$ cat src/rtl/rv32i_types.sv
// Shared RV32I pipeline types: ALU operation encodings and the multiplier
// sequencer state, exported so hazard/stall logic can observe it.
package rv32i_types;

  typedef enum logic [2:0] {
    alu_add = 3'b000,
    alu_sll = 3'b001,
    alu_sra = 3'b010,
    alu_sub = 3'b011,
    alu_xor = 3'b100,
    alu_srl = 3'b101,
    alu_or  = 3'b110,
    alu_and = 3'b111
  } alu_ops;

  typedef enum logic [1:0] {
    StIdle = 2'b00,
    StRun  = 2'b01,
    StDone = 2'b10
  } mul_seq_state_t;

endpackage

$ cat src/rtl/alu_mul_sequencer_if.sv
// Request/response handshake bundle between the pipeline and the multiplier.
interface alu_mul_sequencer_if;
  logic        req_valid;
  logic        req_ready;
  logic [31:0] req_a;
  logic [31:0] req_b;
  logic        resp_valid;
  logic        resp_ready;
  logic [31:0] resp_data;

  modport master (
    output req_valid, req_a, req_b, resp_ready,
    input  req_ready, resp_valid, resp_data
  );

  modport slave (
    input  req_valid, req_a, req_b, resp_ready,
    output req_ready, resp_valid, resp_data
  );
endinterface

$ cat src/rtl/alu.sv
// Shared 32-bit combinational ALU of the execute stage.
module alu
  import rv32i_types::*;
(
  input  alu_ops      aluop_i,
  input  logic [31:0] a_i,
  input  logic [31:0] b_i,
  output logic [31:0] f_o
);

  always_comb begin
    f_o = '0;
    unique case (aluop_i)
      alu_add: f_o = a_i + b_i;
      alu_sll: f_o = a_i << b_i[4:0];
      alu_sra: f_o = 32'($signed(a_i) >>> b_i[4:0]);
      alu_sub: f_o = a_i - b_i;
      alu_xor: f_o = a_i ^ b_i;
      alu_srl: f_o = a_i >> b_i[4:0];
      alu_or:  f_o = a_i | b_i;
      alu_and: f_o = a_i & b_i;
      default: f_o = '0;
    endcase
  end

endmodule

$ cat src/rtl/alu_mul_sequencer.sv
// Iterative shift-add multiplier (low 32 bits, RV32M MUL) that reuses one
// ALU instance for the accumulate step; shifts live in plain registers.
module alu_mul_sequencer
  import rv32i_types::*;
#(
  parameter int unsigned EARLY_TERM = 1
) (
  input  logic                       clk,
  input  logic                       rst_n,
  input  logic                       flush,
  output logic                       busy,
  alu_mul_sequencer_if.slave         bus
);

  mul_seq_state_t state_q, state_d;
  logic [31:0]    acc_q, acc_d;
  logic [31:0]    mcand_q, mcand_d;
  logic [31:0]    mplier_q, mplier_d;
  logic [4:0]     cnt_q, cnt_d;
  logic [31:0]    alu_f;
  logic           last_iter;

  alu u_alu (
    .aluop_i (alu_add),
    .a_i     (acc_q),
    .b_i     (mcand_q),
    .f_o     (alu_f)
  );

  // Finish once no set multiplier bits remain beyond the one consumed now.
  assign last_iter = (cnt_q == 5'd31) || ((EARLY_TERM != 0) && (mplier_q[31:1] == '0));

  always_comb begin
    state_d  = state_q;
    acc_d    = acc_q;
    mcand_d  = mcand_q;
    mplier_d = mplier_q;
    cnt_d    = cnt_q;

    if (flush) begin
      state_d = StIdle;
    end else begin
      unique case (state_q)
        StIdle: begin
          if (bus.req_valid) begin
            acc_d    = '0;
            mcand_d  = bus.req_a;
            mplier_d = bus.req_b;
            cnt_d    = '0;
            state_d  = StRun;
          end
        end
        StRun: begin
          if (mplier_q[0]) acc_d = alu_f;
          mcand_d  = mcand_q << 1;
          mplier_d = mplier_q >> 1;
          cnt_d    = cnt_q + 5'd1;
          if (last_iter) state_d = StDone;
        end
        StDone: begin
          if (bus.resp_ready) state_d = StIdle;
        end
        default: state_d = StIdle;
      endcase
    end
  end

  always_ff @(posedge clk or negedge rst_n) begin
    if (!rst_n) begin
      state_q  <= StIdle;
      acc_q    <= '0;
      mcand_q  <= '0;
      mplier_q <= '0;
      cnt_q    <= '0;
    end else begin
      state_q  <= state_d;
      acc_q    <= acc_d;
      mcand_q  <= mcand_d;
      mplier_q <= mplier_d;
      cnt_q    <= cnt_d;
    end
  end

  assign bus.req_ready  = (state_q == StIdle);
  assign bus.resp_valid = (state_q == StDone);
  assign bus.resp_data  = acc_q;
  assign busy           = (state_q != StIdle);

endmodule

$ cat src/flat_wrapper.sv
// flat-port wrapper written by rule: the top's interface ports become plain ports
module alu_mul_sequencer_flat import rv32i_types::*;
#(
  parameter int unsigned EARLY_TERM = 1
)
  (clk, rst_n, flush, busy, bus_req_valid, bus_req_a, bus_req_b, bus_resp_ready, bus_req_ready, bus_resp_valid, bus_resp_data);
  alu_mul_sequencer_if bus_i ();
  input  logic clk;
  input  logic rst_n;
  input  logic flush;
  output logic busy;
  input wire logic [$bits(bus_i.req_valid)-1:0] bus_req_valid;
  input wire logic [$bits(bus_i.req_a)-1:0] bus_req_a;
  input wire logic [$bits(bus_i.req_b)-1:0] bus_req_b;
  input wire logic [$bits(bus_i.resp_ready)-1:0] bus_resp_ready;
  output wire logic [$bits(bus_i.req_ready)-1:0] bus_req_ready;
  output wire logic [$bits(bus_i.resp_valid)-1:0] bus_resp_valid;
  output wire logic [$bits(bus_i.resp_data)-1:0] bus_resp_data;
  assign bus_i.req_valid = bus_req_valid;
  assign bus_i.req_a = bus_req_a;
  assign bus_i.req_b = bus_req_b;
  assign bus_i.resp_ready = bus_resp_ready;
  assign bus_req_ready = bus_i.req_ready;
  assign bus_resp_valid = bus_i.resp_valid;
  assign bus_resp_data = bus_i.resp_data;
  alu_mul_sequencer #(.EARLY_TERM(EARLY_TERM)) u_core (.clk(clk), .rst_n(rst_n), .flush(flush), .busy(busy), .bus(bus_i));
endmodule
$ cat config.mk
export PLATFORM = sky130hd
export DESIGN_NAME = alu_mul_sequencer_flat
export DESIGN_NICKNAME = d
export VERILOG_FILES = /design/src/rtl/rv32i_types.sv /design/src/rtl/alu_mul_sequencer_if.sv /design/src/rtl/alu.sv /design/src/rtl/alu_mul_sequencer.sv /design/src/flat_wrapper.sv
export SDC_FILE = /design/constraint.sdc
export NUM_CORES = 1
export LEC_CHECK = 0
export CAP_MARGIN = 20
export CELL_PAD_IN_SITES_DETAIL_PLACEMENT = 1
export CELL_PAD_IN_SITES_GLOBAL_PLACEMENT = 1
export CORE_MARGIN = 2
export CORE_UTILIZATION = 37
export DETAILED_ROUTE_END_ITERATION = 10
export HOLD_SLACK_MARGIN = 0.06
export PLACE_DENSITY = 0.86
export SLEW_MARGIN = 40
export SYNTH_ARGS = -nofsm -noshare
export SYNTH_HDL_FRONTEND = slang
export SYNTH_SLANG_ARGS = --single-unit
$ cat constraint.sdc
create_clock -name clk -period 2.4 [get_ports clk]
set_input_delay 0.48 -clock clk [delete_from_list [all_inputs] [get_ports clk]]
set_output_delay 0.48 -clock clk [all_outputs]
set_load 0.03 [all_outputs]
==> results of run 1 <==
[cells by family after synthesis]
group                      after synthesis
DFF                                    103
muxes                                   66
xor gates and xnor gates                23
adders and majority gates               34
and+or+nand+nor                        185
AOI/OAI and AO/OA                      203
buffers and inverters                   55
[stage by stage]
step	TNS [ps]	total power, uW	cell area, sq um
2_1_floorplan	-404	5180	6290
3_3_place_gp	-469	6800	8110
3_5_place_dp	-1010	7010	8110
4_1_cts	-806	8530	8420
5_1_grt	-2620	9220	8580
6_report	-796	8660	8580
[path summary, 6_finish.rpt]
| path | slack (ps) | depth (start not counted) | endpoint |
|---|---|---|---|
| worst max-delay path | -140 | 11 | u_core.bus.resp_data[20]$_DFFE_PN0P_ |
| worst min-delay path | 170 | 1 | u_core.mplier_q[14]$_DFFE_PN0P_ |
| worst max register to register | -140 | 11 | u_core.bus.resp_data[20]$_DFFE_PN0P_ |
| worst min register to register | 480 | 1 | u_core.cnt_q[3]$_DFFE_PN0P_ |
| max in group asynchronous | 1610 | 2 | u_core.mcand_q[7]$_DFFE_PN0P_ |
| min in group clk | 480 | 1 | u_core.cnt_q[3]$_DFFE_PN0P_ |
[final cells by class]
| cell class | instances | area, sq um | share of cell area |
|---|---|---|---|
| multi-input cells | 511 | 3630 | 0.423 |
| repair buffers | 191 | 1760 | 0.205 |
| clock inverters | 4 | 28.8 | 0.00335 |
| clock buffers | 12 | 256 | 0.0299 |
| well taps | 220 | 275 | 0.0321 |
| inverters | 15 | 56.3 | 0.00656 |
| flip-flops and latches | 103 | 2580 | 0.301 |
[synth_stat cells, types with 2 or more instances]
cell type  number  area, sq um
o21a_1          4         30.0
o21ai_1         6         30.0
buf_2          10         50.1
o41ai_1         2         17.5
dfrtp_1       103         2580
a221oi_1        2         17.5
o211ai_1        2         15.0
inv_1          15         56.3
o31ai_1         4         30.0
nand4_1         7         43.8
a32o_1          4         40.0
nand2b_1        3         18.8
nor2_1         22         82.6
a21oi_1        33          165
xnor2_1        14          123
and2b_1         2         15.0
o21ai_0        81          405
o21bai_1        4         30.0
ha_1           33          413
or3_1           3         18.8
and3_1          2         12.5
a22o_1         23          201
nand2_1       109          409
nor4_1          8         50.1
nor2b_1         3         18.8
a31oi_1         7         43.8
a21o_1          7         52.6
nand3_1         9         45.0
a21oi_2         2         17.5
nor3b_1         2         15.0
mux2i_1        65          651
clkbuf_1       30          113
o22ai_1         2         12.5
xor2_1          9         78.8
nor3_1         10         50.1
a211oi_1        5         37.5
[power by group through the flow]
stage	Clock, uW	Sequential [uW]	Combinational (uW)
2_1_floorplan	0	2910	2260
5_1_grt	1550	2780	4890
4_1_cts	1490	2710	4340
3_5_place_dp	0	2740	4270
3_3_place_gp	0	2700	4100
6_report	1460	2730	4470
[routing by layer]
metal  global-route usage  wire (um)  part of all wire
met5                    0          0                 0
met4               0.0757        427             0.022
met3               0.0404        806             0.042
met2                0.378       9730              0.50
met1                0.275       8430              0.43
[timing repair]
| action | in CTS | in global routing |
|---|---|---|
| pin swaps | 9 | 30 |
| setup endpoints to repair | 15 | 21 |
| cloned | 0 | 0 |
| resized for setup | 4 | 19 |
| buffers inserted | 1 | 7 |
[registers in the layout, summed over array words and instances (netlist names)]
register,flops
u_core.mcand_q,32
u_core.bus.resp_data,32
u_core.cnt_q,5
u_core.mplier_q,32
u_core.state_q,2
==> key figures, run 1 <==
Outcome
  – Status: finished with violations
  – Failing checks: setup timing

Setup path
  – Bufs and invs on worst path: 2
  – Worst Setup End Kind: flip-flop
  – Master of the slowest instance on the critical path: a221o_1
  – Worst setup path startpoint: u_core.mcand_q[0]$_DFFE_PN0P_
  – Crit-path cells: ha_4 > inv_2 > fa_2 > and2b_2 > o211ai_4 > a31oi_4 > a221oi_2 > a221o_1 > buf_4 > xnor2_1 > a22o_1
  – Setup Crit Path Kind: reg2reg
  – Worst stage delay on the critical path: 430 ps
  – Worst path top cell family by delay: compound AO/OA/AOI/OAI gates
  – Critical Path AT: 2790 ps
  – Setup crit start kind: flip-flop
  – Maximum fanout count along the critical path: 5
  – Required time of the critical path: 2650 ps
  – Reg-to-Reg Start: u_core.mcand_q[0]$_DFFE_PN0P_

Detailed routing
  – DR vias/cell: 5.43
  – Remaining number of nets flagged by the antenna check after routing: 0
  – Iteration count of the initial detailed-routing pass: 4
  – Number of design rule violations left after detail routing: 0
  – Routed Wire Length: 19,400 um
  – Number of DRC markers in iteration 0: around 350
  – Wire length per cell: 18.4 um
  – Vias after detailed routing: 5,737

Global routing
  – GRT Util Overall: 0.219
  – Wire length of the first global-routing pass: 31,300 um
  – GRT overflow: 0
  – Number of global-route vias before repair: a little over 6,000
  – Antenna violations before repair: 0
  – Maximum number of pins on one net before global-route repair: 50

STA
  – Worst hold slack: 166 ps
  – Count of final max-slew check failures: 0
  – Clock Skews: 11.0 ps
  – Unrepaired setup endpoints after global routing: yes
  – Worst Max-Slew Pin Slew: ~790 ps
  – Post-layout minimum cycle time: 2540 ps
  – Max-slew headroom: 0.474
  – Final hold violation count: 0
  – Final Worst Setup Slack: -139 ps
  – Setup-violating endpoint count in the final report: 10
  – Portion of the clock cycle consumed by the worst path in the final layout: 1.06
  – Maximum achievable frequency: between 0.3 and 0.4 GHz

Yosys
  – Cell area after technology mapping: between 6000 and 7000 sq um
  – Post-synthesis sequential element count: 103
  – Dominant register cell in the synthesized netlist: dfrtp_1
  – Synth Area in XOR/XNOR: 0.0323
  – Distinct cell type count after synthesis: 58
  – Number of enable flip-flop cells after synthesis: 0
  – Post-Synth Simple-Gate Area: 0.130
  – Synth Net Count: 772
  – Share of synthesized area occupied by flip-flops and latches: 0.413
  – Adder-cell area share of the yosys netlist: 0.0694
  – Mean area per synthesized cell: 9.33 sq um
  – Synth async-reset ratio: 1.00
  – Cell count after synthesis: between 600 and 700
  – Compound-cell area share of the yosys netlist: 0.214
  – Fraction of synthesized area in multiplexers: 0.106
  – Largest family of logic cells by synthesized area: compound AO/OA/AOI/OAI gates
  – YS warnings: 0

Floorplan
  – Number of placement rows: 47
  – Initial Utilization: 0.378
  – Core area: around 17,000 sq um
  – Chip Width: about 130 um
  – Die Span Y: 134 um
  – Top-Level Pins: approximately 100
  – Die area: 17,900 sq um

Finish
  – Number of filler instances in the final layout: 1,850
  – Post-layout util: 0.519
  – Post-layout nets: 934
  – Most common library cell in the layout ignoring fill and taps: nand2_1
  – Most frequent cells in the layout: nand2_1 (109), clkdlybuf4s50_1 (101), dfrtp_1 (101)
  – Ratio of cells with drive above 1 in the final layout: 0.171
  – Antenna cells: 0
  – Count of placed standard cells in the final layout, fillers left out: 1,056
  – Synth-to-layout area growth: 37.5%

Clocking
  – Post-cts hold buffer count: 0
  – CTS tree: done
  – Clock buffers created by TritonCTS: 9
  – Clock sink total: slightly above 100
  – CTS Buffer Depth: 2
  – Insertion delay of the later-clocked pin in the worst-skew pair: between 300 and 400 ps
  – Clock-pin slew on the worst setup and hold paths: 70 ps
  – Root Driver: clkbuf_16
  – Number of levels the H-tree was split into: 3

Place
  – HPWL after detailed placement: 14,400 um
  – Number of placed instances, taps included: 1,032
  – Global placement routability congestion: 0.862
  – Count of input and output buffers: 103
  – Worst slack after detailed placement: -137 ps

Power and ir drop
  – VDD IR max: 0.415 mV
  – Net switching power figure: 3610 uW
  – Combinational share of power: 0.516
  – Part of the power in the clock network: 0.169
  – Areal power density over the cells: about 1000 nW/um^2
  – Share of power burned in registers: 0.315
  – Int Power: roughly 5000 uW
  – Switching part of the total power: 0.417
  – Leak: between 0.003 and 0.004 uW

Hold path
  – Min-Delay Path Class: in2async

Flow run
  – Number of max-cap violations: 0
Note: power is estimated with default switching activity, not from simulation.
==> run 2, diff against run 1 <==
Settings changed: CORE_UTILIZATION 37 to 38, CTS_BUF_LIST set to sky130_fd_sc_hd__clkbuf_4 sky130_fd_sc_hd__clkbuf_8, PLACE_DENSITY 0.86 to 0.87.
==> run 2 against run 1 <==
Effect of this change: the flow still finishes with violations (setup timing); non-clock buffer count up 6; global-route usage up 1.9 points; worst hold slack better by 330 ps; design area up 0.77%; clock power down 26%; worst setup slack worse by 49 ps; largest cell class unchanged; largest power group unchanged.
==> key figures, run 2 (synthesis results as in run 1) <==
Detailed routing
  – Iteration count of the initial detailed-routing pass: 4
  – Wire length per cell: approximately 20 um
  – Routed Wire Length: 21,000 um
  – Number of DRC markers in iteration 0: 288
  – Number of design rule violations left after detail routing: 0
  – Vias after detailed routing: roughly 5,900
  – Remaining number of nets flagged by the antenna check after routing: 0
  – DR vias/cell: 5.58

Finish
  – Most common library cell in the layout ignoring fill and taps: nand2_1
  – Synth-to-layout area growth: 38.6%
  – Ratio of cells with drive above 1 in the final layout: 0.188
  – Most frequent cells in the layout: nand2_1 (109), dfrtp_1 (101), clkdlybuf4s50_1 (99)
  – Count of placed standard cells in the final layout, fillers left out: roughly 1,100
  – Post-layout nets: 940
  – Antenna cells: 0
  – Multi-input logic area: 3740 sq um
  – Number of filler instances in the final layout: 1,799
  – Flip-flop and latch area: ~2600 sq um

Floorplan
  – Initial Utilization: 0.392
  – Core area: 15,900 sq um
  – Number of placement rows: between 40 and 50
  – Die Span Y: 132 um
  – Top-Level Pins: 104
  – Die area: 17,500 sq um
  – Chip Width: 132 um

STA
  – Portion of the clock cycle consumed by the worst path in the final layout: 1.08
  – Maximum achievable frequency: between 0.3 and 0.4 GHz
  – Worst Max-Slew Pin Slew: 523 ps
  – Unrepaired setup endpoints after global routing: yes
  – Count of final max-slew check failures: 0
  – Max-slew headroom: 0.647
  – Clock Skews: between 15 and 20 ps
  – Final Worst Setup Slack: -188 ps
  – Setup-violating endpoint count in the final report: 17
  – Final hold violation count: 0
  – Post-layout minimum cycle time: between 2000 and 3000 ps

Power and ir drop
  – Power after layout: roughly 8500 uW
  – Areal power density over the cells: 983 nW/um^2
  – VDD IR max: 0.341 mV
  – Leak: 0.00379 uW

Clocking
  – Number of levels the H-tree was split into: 3
  – CTS Buffer Depth: 2
  – Root Driver: clkbuf_8
  – Clock sink total: ~100
  – CTS tree: done
  – Clock-pin slew on the worst setup and hold paths: 110 ps
  – Clock buffers created by TritonCTS: 9
  – Insertion delay of the later-clocked pin in the worst-skew pair: between 300 and 400 ps

Place
  – Global placement routability congestion: 0.920
  – HPWL after detailed placement: 15,500 um
  – Worst slack after detailed placement: -257 ps
  – Count of input and output buffers: a little over 100
  – Number of placed instances, taps included: just over 1,000

Setup path
  – Setup Crit Path Kind: reg2reg
  – Master of the slowest instance on the critical path: dfrtp_1
  – Worst path top cell family by delay: compound AO/OA/AOI/OAI gates
  – Required time of the critical path: 2730 ps
  – Worst stage delay on the critical path: between 400 and 500 ps
  – Setup crit start kind: flip-flop
  – Maximum fanout count along the critical path: 4
  – Worst Setup End Kind: flip-flop
  – Crit-path cells: ha_4 > inv_2 > fa_2 > and2b_2 > o211ai_4 > a31oi_4 > a221oi_2 > a221o_1 > or4_1 > nand3_1
  – Bufs and invs on worst path: 1
  – Critical Path AT: a little under 3000 ps

Hold path
  – Min-Delay Path Class: reg2reg

Global routing
  – Maximum number of pins on one net before global-route repair: 43
  – GRT Util Overall: 0.238
  – Wire length of the first global-routing pass: 33,500 um
  – GRT overflow: 0
  – Antenna violations before repair: 0
  – Number of global-route vias before repair: 6,612

Outcome
  – Failing checks: setup timing
  – Status: finished with violations

Flow run
  – Number of max-cap violations: 0
==> run 2: area by class of cell <==
type | instances | share of cell area
inverters | 15 | 0.00651
well taps | 216 | 0.0312
clock buffers | 10 | 0.0152
multi-input cells | 511 | 0.432
clock inverters | 6 | 0.00506
flip-flops and latches | 103 | 0.298
repair buffers | 197 | 0.212
==> run 2: where the power goes <==
group	switching, uW	internal (uW)
registers	527	2230
logic	2530	2130
clock network	679	398
==> run 2: stage by stage <==
step,utilization,TNS (ps),hold WS [ps],instance area [sq um]
final,0.543,-1490,491,8650
after global routing,0.543,-3060,528,8650
after CTS,0.530,-289,497,8460
after detailed placement,0.510,-1880,466,8130
after global placement,0.510,-726,451,8130
after floorplan,-,-404,184,6290
==> run 2: per-layer routing <==
| metal | GRT usage | up-vias | wire, um |
|---|---|---|---|
| met5 | 0 | - | 0 |
| met4 | 0.0954 | 0 | 513 |
| met3 | 0.0342 | 38 | 838 |
| met2 | 0.432 | 144 | 10900 |
| met1 | 0.282 | 2961 | 8670 |
| li1 | - | 2760 | - |
==> run 2: path summary, 6_finish.rpt <==
path	start	end	slack [ps]	cells after the start
setup reg to reg	u_core.mcand_q[0]$_DFFE_PN0P_	u_core.bus.resp_data[28]$_DFFE_PN0P_	-190	10
max in group asynchronous	rst_n	u_core.bus.resp_data[21]$_DFFE_PN0P_	1220	3
hold / removal	u_core.cnt_q[3]$_DFFE_PN0P_	u_core.cnt_q[3]$_DFFE_PN0P_	490	1
min in group asynchronous	rst_n	u_core.mplier_q[30]$_DFFE_PN0P_	570	2
hold reg to reg	u_core.cnt_q[3]$_DFFE_PN0P_	u_core.cnt_q[3]$_DFFE_PN0P_	490	1
setup / recovery	u_core.mcand_q[0]$_DFFE_PN0P_	u_core.bus.resp_data[28]$_DFFE_PN0P_	-190	10
==> run 2: what timing repair did <==
action | in CTS | in global routing
buffers inserted | 8 | 5
endpoints found under the setup margin | 19 | 18
hold buffers | 1 | 0
endpoints found under the hold margin | 18 | 0
pin swaps | 10 | 30
resized for setup | 17 | 25
==> run 3, diff against run 2 <==
Clock period 2.4 ns to 2.25 ns, I/O delays scaled along.
==> run 3 against run 2 <==
Effect of this change: the run still ends with setup timing left; die area unchanged; global-route usage increased by 1.2 points; critical path type unchanged; maximum frequency shrank 1.6%; highest routed layer unchanged; via count grew 6.3%; wire length increased by 9.0%.
==> key figures, run 3 (synthesis results as in run 1) <==
Setup path
  – Master of the slowest instance on the critical path: a221o_1
  – Worst path depth: 10
  – Setup Crit Path Kind: reg2reg
  – Worst Setup End Kind: flip-flop
  – R2R depth: 10
  – Critical Path AT: 2970 ps
  – Bufs and invs on worst path: 1
  – Required time of the critical path: roughly 2600 ps
  – Worst path top cell family by delay: compound AO/OA/AOI/OAI gates
  – Worst stage delay on the critical path: 450 ps
  – Crit-path cells: ha_4 > inv_2 > fa_2 > and2b_2 > o211ai_4 > a31oi_4 > a221oi_2 > a221o_1 > or4_1 > nand3_1
  – Maximum fanout count along the critical path: 4
  – Setup crit start kind: flip-flop

STA
  – Maximum achievable frequency: 0.380 GHz
  – Post-layout minimum cycle time: approximately 2600 ps
  – Setup TNS: -4780 ps
  – Worst Max-Slew Pin Slew: 697 ps
  – Unrepaired setup endpoints after global routing: yes
  – Max-slew headroom: 0.534
  – Final hold violation count: 0
  – Count of final max-slew check failures: 0
  – Portion of the clock cycle consumed by the worst path in the final layout: 1.17
  – Clock Skews: 29.4 ps
  – Setup-violating endpoint count in the final report: 22
  – Final Worst Setup Slack: -380 ps

Finish
  – Most common library cell in the layout ignoring fill and taps: buf_4
  – Post-layout util: 0.564
  – Most frequent cells in the layout: buf_4 (125), nand2_1 (108), dfrtp_1 (100)
  – Post-layout instance area: around 9000 sq um
  – Ratio of cells with drive above 1 in the final layout: 0.232
  – Count of placed standard cells in the final layout, fillers left out: approximately 1,100
  – Number of filler instances in the final layout: roughly 1,800
  – Antenna cells: 0
  – Synth-to-layout area growth: 44.1%
  – Post-layout nets: approximately 980

Global routing
  – Wire length of the first global-routing pass: 35,100 um
  – Number of global-route vias before repair: 6,777
  – GRT overflow: 0
  – Maximum number of pins on one net before global-route repair: 51
  – Antenna violations before repair: 0
  – GRT Util Overall: 0.250

Floorplan
  – Initial Utilization: 0.392
  – Top-Level Pins: 104
  – Chip Width: 132 um
  – Core area: 15,900 sq um
  – Number of placement rows: 46
  – Die area: about 17,000 sq um
  – Die Span Y: 132 um

Clocking
  – Clock buffers created by TritonCTS: 9
  – CTS tree: done
  – Clock sink total: 103
  – Root Driver: clkbuf_8
  – CTS Buffer Depth: 2
  – Clock-pin slew on the worst setup and hold paths: ~110 ps
  – Insertion delay of the later-clocked pin in the worst-skew pair: between 400 and 500 ps
  – Number of levels the H-tree was split into: 3

Power and ir drop
  – Share of power burned in registers: 0.293
  – Areal power density over the cells: 1090 nW/um^2
  – Part of the power in the clock network: 0.135
  – Int Power: 5600 uW
  – VDD IR max: 0.392 mV
  – Power after layout: between 9000 and 10,000 uW
  – Switching part of the total power: 0.431
  – Combinational share of power: 0.572
  – Leak: 0.00404 uW
  – Net switching power figure: 4240 uW

Place
  – Number of placed instances, taps included: ~1,100
  – Count of input and output buffers: 103
  – HPWL after detailed placement: about 15,000 um
  – Global placement routability congestion: just under 0.9
  – Total placed instance area: between 8000 and 9000 sq um

Detailed routing
  – DR vias/cell: 5.71
  – Remaining number of nets flagged by the antenna check after routing: 0
  – Iteration count of the initial detailed-routing pass: 4
  – Number of design rule violations left after detail routing: 0
  – Number of DRC markers in iteration 0: around 480
  – Vias after detailed routing: 6,277
  – Routed Wire Length: roughly 23,000 um
  – Wire length per cell: 20.8 um

Hold path
  – Cell count of the worst hold path: 1
  – Min-Delay Path Class: reg2reg

Outcome
  – Failing checks: setup timing
  – Status: finished with violations

Flow run
  – Number of max-cap violations: 0
-- run 3: what timing repair did --
item                                    4_1_cts  5_1_grt
gates resized for setup                      23       26
gates cloned                                  0        0
pin swaps                                    45       20
hold endpoints to repair                     33        0
endpoints found under the setup margin       24       21
buffers inserted                             10        6
hold buffers                                  1        0
-- run 3: worst reg2reg max path, delay by kind of cell, from the launching register on --
kind / cells / cell delay [ps]
buffers and inverters: 1 / 40
AOI/OAI and AO/OA: 4 / 820
DFF: 1 / 400
and+or+nand+nor: 3 / 810
adders and majority gates: 2 / 500
-- run 3: worst paths after layout --
kind	slack, ps	startpoint	end
setup / recovery	-380	u_core.mcand_q[0]$_DFFE_PN0P_	u_core.bus.resp_data[28]$_DFFE_PN0P_
hold / removal	510	u_core.cnt_q[4]$_DFFE_PN0P_	u_core.cnt_q[4]$_DFFE_PN0P_
setup reg to reg	-380	u_core.mcand_q[0]$_DFFE_PN0P_	u_core.bus.resp_data[28]$_DFFE_PN0P_
hold reg to reg	510	u_core.cnt_q[4]$_DFFE_PN0P_	u_core.cnt_q[4]$_DFFE_PN0P_
max in group asynchronous	990	rst_n	u_core.bus.resp_data[27]$_DFFE_PN0P_
min in group asynchronous	530	rst_n	u_core.mcand_q[19]$_DFFE_PN0P_
-- run 3: final cells by class --
cell class | instances | area [sq um] | share of cell area
clock inverters | 4 | 51.3 | 0.00570
repair buffers | 238 | 2120 | 0.236
multi-input cells | 511 | 3750 | 0.417
clock buffers | 12 | 165 | 0.0184
well taps | 216 | 270 | 0.0300
flip-flops and latches | 103 | 2580 | 0.287
inverters | 15 | 56.3 | 0.00626
-- run 3: power by group through the flow --
stage | Sequential (uW) | Clock [uW] | Combinational [uW]
finish | 2880 | 1330 | 5630
global route | 2940 | 1410 | 5980
CTS | 2860 | 1330 | 5210
detailed placement | 2890 | 0 | 5000
global placement | 2850 | 0 | 4730
floorplan | 3110 | 0 | 2430
-- run 3: routing by layer --
metal / wire [um] / vias to the layer above / GRT usage
met5: 0 / - / 0
met3: 1030 / 66 / 0.0338
met4: 794 / 0 / 0.107
met1: 9390 / 3141 / 0.298
li1: - / 2844 / -
met2: 11600 / 226 / 0.449
-- run 3: through the flow --
stage	hold slack, ps	worst slack, ps
final	515	-380
after global routing	530	-425
after CTS	500	-253
after detailed placement	436	-377
after global placement	432	-286
after floorplan	154	-279
